### config.mk
export PLATFORM = sky130hd
export DESIGN_NAME = mult_arbiter
export DESIGN_NICKNAME = d
export VERILOG_FILES = /design/src/rtl/mult_arbiter.sv
export SDC_FILE = /design/constraint.sdc
export NUM_CORES = 1
export LEC_CHECK = 0
export BUFFER_PORTS_ARGS = -buffer_cell sky130_fd_sc_hd__buf_2
export CELL_PAD_IN_SITES_DETAIL_PLACEMENT = 1
export CELL_PAD_IN_SITES_GLOBAL_PLACEMENT = 2
export CORE_MARGIN = 10
export CORE_UTILIZATION = 26
export CTS_CLUSTER_SIZE = 16
export DETAILED_ROUTE_END_ITERATION = 6
export PLACE_DENSITY = 0.77
export SYNTH_ARGS = -nofsm -noshare
export SYNTH_HDL_FRONTEND = slang
export SYNTH_SLANG_ARGS = --single-unit
### constraint.sdc
create_clock -name clk -period 6.45 [get_ports clk]
set_clock_uncertainty 0.1 [all_clocks]
set_input_delay 1.29 -clock clk [delete_from_list [all_inputs] [get_ports clk]]
set_output_delay 1.29 -clock clk [all_outputs]
set_load 0.01 [all_outputs]
### src/rtl/mult_arbiter.sv
// mult_arbiter: two-port round-robin front-end for the shared iterative
// signed multiplier. Latches the winning operands, drives the multiplier's
// begin/operand inputs, captures the product (or aborts on a watchdog
// timeout) and returns the result on a per-port valid/ready channel.
//
// Ports:
//   clk, rst                       clock, asynchronous active-high reset
//   req{0,1}_valid/ready           request handshake per port
//   req{0,1}_op1/op2               32-bit signed operands per port
//   resp{0,1}_valid/ready          response handshake per port
//   resp_product, resp_timeout     shared result payload
//   busy                           high whenever not idle
//   mult_begin, mult_op1/op2       registered drive to the multiplier
//   mult_product, mult_end         result from the multiplier
module mult_arbiter #(
    parameter int unsigned TIMEOUT = 15
) (
    input  logic        clk,
    input  logic        rst,
    input  logic        req0_valid,
    output logic        req0_ready,
    input  logic [31:0] req0_op1,
    input  logic [31:0] req0_op2,
    input  logic        req1_valid,
    output logic        req1_ready,
    input  logic [31:0] req1_op1,
    input  logic [31:0] req1_op2,
    output logic        resp0_valid,
    input  logic        resp0_ready,
    output logic        resp1_valid,
    input  logic        resp1_ready,
    output logic [63:0] resp_product,
    output logic        resp_timeout,
    output logic        busy,
    output logic        mult_begin,
    output logic [31:0] mult_op1,
    output logic [31:0] mult_op2,
    input  logic [63:0] mult_product,
    input  logic        mult_end
);

    localparam int unsigned OP_W   = 32;
    localparam int unsigned PROD_W = 64;
    localparam int unsigned CNT_W  = $clog2(TIMEOUT);

    typedef enum logic [1:0] {
        IDLE = 2'd0,
        RUN  = 2'd1,
        RESP = 2'd2
    } state_t;

    state_t              state_q, state_d;
    logic                grant_q, grant_d;
    logic                last_grant_q, last_grant_d;
    logic [CNT_W-1:0]    cnt_q, cnt_d;
    logic [OP_W-1:0]     op1_d, op2_d;
    logic [PROD_W-1:0]   product_d;
    logic                timeout_d;
    logic                begin_d;
    logic                resp0_valid_d, resp1_valid_d;
    logic                busy_d;
    logic                win1;

    // Port 1 wins when it is the only requester, or on a tie when port 0 was served last.
    assign win1 = req1_valid && (!req0_valid || !last_grant_q);

    // State and registered outputs.
    always_ff @(posedge clk or posedge rst) begin
        if (rst) begin
            state_q      <= IDLE;
            grant_q      <= 1'b0;
            last_grant_q <= 1'b1;
            cnt_q        <= '0;
            mult_op1     <= '0;
            mult_op2     <= '0;
            resp_product <= '0;
            resp_timeout <= 1'b0;
            mult_begin   <= 1'b0;
            resp0_valid  <= 1'b0;
            resp1_valid  <= 1'b0;
            busy         <= 1'b0;
        end else begin
            state_q      <= state_d;
            grant_q      <= grant_d;
            last_grant_q <= last_grant_d;
            cnt_q        <= cnt_d;
            mult_op1     <= op1_d;
            mult_op2     <= op2_d;
            resp_product <= product_d;
            resp_timeout <= timeout_d;
            mult_begin   <= begin_d;
            resp0_valid  <= resp0_valid_d;
            resp1_valid  <= resp1_valid_d;
            busy         <= busy_d;
        end
    end

    // Next-state, next-output and combinational request readies.
    always_comb begin
        state_d      = state_q;
        grant_d      = grant_q;
        last_grant_d = last_grant_q;
        cnt_d        = cnt_q;
        op1_d        = mult_op1;
        op2_d        = mult_op2;
        product_d    = resp_product;
        timeout_d    = resp_timeout;
        req0_ready   = 1'b0;
        req1_ready   = 1'b0;

        case (state_q)
            IDLE: begin
                if (req0_valid || req1_valid) begin
                    req0_ready   = !rst && !win1;
                    req1_ready   = !rst && win1;
                    grant_d      = win1;
                    last_grant_d = win1;
                    cnt_d        = '0;
                    op1_d        = win1 ? req1_op1 : req0_op1;
                    op2_d        = win1 ? req1_op2 : req0_op2;
                    state_d      = RUN;
                end
            end
            RUN: begin
                cnt_d = cnt_q + CNT_W'(1);
                // A finishing product beats the watchdog in the same cycle.
                if (mult_end) begin
                    product_d = mult_product;
                    timeout_d = 1'b0;
                    state_d   = RESP;
                end else if (cnt_q == CNT_W'(TIMEOUT - 1)) begin
                    product_d = '0;
                    timeout_d = 1'b1;
                    state_d   = RESP;
                end
            end
            RESP: begin
                if (grant_q ? resp1_ready : resp0_ready) begin
                    state_d = IDLE;
                end
            end
            default: begin
                state_d = IDLE;
            end
        endcase

        // Registered outputs follow the state being entered, so begin drops as RESP starts.
        begin_d       = (state_d == RUN);
        resp0_valid_d = (state_d == RESP) && !grant_d;
        resp1_valid_d = (state_d == RESP) && grant_d;
        busy_d        = (state_d != IDLE);
    end

endmodule
==> results.cfg <==
[sta]
setup_viol = 0
maxClockFrequency_mhz = 261
finalCriticalPeriod_ps = 3840
rsz0062_at_grt = no
report.final.slew_viol_count = 0
min_period_over_period_pct = 59.5
setup_slack_ps = 2610
relSlewSlack_pct = 43.6
hold_viol = 0
tightestPinTransition_ps = 846
timing.setup.tns_ps = 0

[outcome]
status = completed

[finish]
diodes = 0
area_delta_synth_final_pct = 42.5
instances_no_fill = 1088
drive_gt1_share_pct = 46.9
fill_cells = 2528
layout.nets = 996

[cts]
cts_made_buffers = 17
worstSkewPairLatency_ps = 410
cts.sinks = 141
clkTransAtPathRegs_ps = 60
clock_path_buffers = 2
cts_resized = 0
cts_root_buffer = clkbuf_16
cts_hold_buffers = 0
cts_tree = done
post_cts_buffers = 0
htree_levels = 4

[global_route]
antenna_found_initial = 1
grtUsageTotal_pct = 13.8
grt-busiest-layer = met2
grt_use_met2_pct = 23.3
gr-total-overflow = 0
met3_usage_pct = 5.74
met1_usage_pct = 15.9
grt_pass1_vias = 5469
grt_max_degree = 93
grt_first_pass_wirelength_mm = 31.4

[setup_path]
path_common_cell = buf_2
crit_arrival_ps = 2450
crit_slowest_cell = a21boi_4
crit_required_ps = 5060
crit_chain = buf_2 -> a21boi_4 -> and3_1 -> buf_2
cp_slowest_stage_delay_ps = 640
cp.buffers_inverters = 2
worst-path-stages = 4
start_kind = input pin
crit_type = input pin to primary output
cp_max_fo = 17
cp-end-kind = primary output
crit_family = compound AO/OA/AOI/OAI gates
crit_start = req1_valid
r2r_cells = 4
r2r-start = last_grant_q

[route]
wl_per_cell_microns = 18.8
dr.pass1.iters = 4
via_count = 4843
viasPerCell = 4.45
final_antenna_net_count = 0
routed_wl_mm = 20.5
drc = 0
drtIter0Drc = 196

[flow_run]
drv_cap = 0

[synthesis]
synth_edf_count = 0
synth_top_area_share_pct = 60.4
synth_top_area_cell = dfrtp_1
synth_nets = 674
syn_area_sq_mm = 0.00580
synthArstFlopShare_pct = 100
ys_ff_latch = 141
netlist_top_cells_count = dfrtp_1 (140), nand2_1 (67), a22o_1 (66), mux2i_1 (66), o21ai_1 (39)
synthTopCellsByArea = dfrtp_1 (60%), mux2i_1 (11%), a22o_1 (10%), nand2_1 (4.3%), o21ai_1 (3.4%)
ys.flop_type = dfrtp_1
seq_area_frac_synth_pct = 60.9
synth_cell_types = 32
yosys_warnings = 0
synth_most_common_cell = dfrtp_1
synthCells = 473
syn_area_per_cell_sq_um = 12.3

[placed_design]
dp_hpwl_mm = 15.7
dp_cells = 1056
port_buffers = 333
pre_cts_ws_ps = 2560
gp_congestion = 0.711

[floorplan]
start_util_pct = 26.5
die_area_sq_mm = 0.0287
coreArea_sq_mm = 0.0219
dieHeight_microns = 169
fp-row-count = 54
boundaryPins = 334
die_w_microns = 169

[power_and_ir_drop]
p_leak_uw = 0.00435
ir_drop_v = 0.000174
p_per_area_mw_per_mm2 = 504

[worst_hold_path]
holdPathStages = 2
min_from = mult_op1[14]
hp-class = flop to flop
state kept, by name (all words and copies together) (netlist names):
signal	cells
state_q	2
last_grant_q	1
mult_op1	32
cnt_q	4
resp_product	64
mult_begin	1
busy	1
resp1_valid	1
grant_q	1
resp0_valid	1
resp_timeout	1
mult_op2	32
report_power, final:
| group | leakage, uW | switching, uW | total [uW] | internal [uW] |
|---|---|---|---|---|
| clock network | 0.000292 | 420 | 1020 | 596 |
| logic | 0.00231 | 935 | 1620 | 684 |
| registers | 0.00175 | 220 | 1530 | 1310 |
| total | 0.00435 | 1570 | 4170 | 2590 |
cell usage in the layout, fill, tap and decap left out, types with 3 or more instances in the layout:
cell and instances:
clkbuf_16 17, nand3_1 3, buf_2 333, o21ai_0 27
buf_4 6, o21ai_1 39, dfrtp_1 140, a21oi_1 3
a22o_1 66, clkinvlp_4 3, inv_6 7, mux2i_1 66
nand2_1 67
layer usage:
metal,part of all wire (%),vias to the layer above
li1,-,2348
met1,41,2305
met2,50,178
met3,8.6,12
met4,0.69,0
met5,0,-
worst min-delay path: stages (launching register included):
cell and delay (ps):
dfrtp_1 330, nand2_1 50, o21ai_1 60
layout make-up:
cell class                 count  area, sq um  share of cell area (%)
clock buffer                  18          439                    5.32
clock inverter                14          174                    2.11
inverter                       3         16.3                   0.197
multi-input combinational    293         2040                    24.7
sequential                   141         3530                    42.7
tap                          280          350                    4.24
timing repair buffer         339         1710                    20.7
final timing paths:
path	slack, ps	to
setup / recovery	2610	req1_ready
hold / removal	380	mult_op1[14]
setup reg to reg	3970	mult_op1[31]
hold reg to reg	380	mult_op1[14]
max in group asynchronous	4070	mult_op1[7]
min in group asynchronous	970	mult_op2[24]
logic make-up after synthesis:
kind of cell             share of synthesized area [%]
AO/OA/AOI/OAI                                     16.9
XOR/XNOR                                         0.151
adder cells (fa/ha/maj)                          0.432
buffers and inverters                             4.34
flip-flops                                        60.9
multiplexers                                      11.4
AND/OR/NAND/NOR                                   5.89
through the flow:
step | power (uW) | area (sq um) | util [%] | hold WS [ps]
5_1_grt | 4500 | 8260 | 37.7 | 405
6_report | 4170 | 8260 | 37.7 | 375
3_3_place_gp | 3180 | 7650 | 34.9 | 355
3_5_place_dp | 3230 | 7650 | 34.9 | 367
2_1_floorplan | 2500 | 5800 | - | 343
4_1_cts | 4270 | 8260 | 37.7 | 381
No activity file was read; power rests on OpenSTA's default activity.
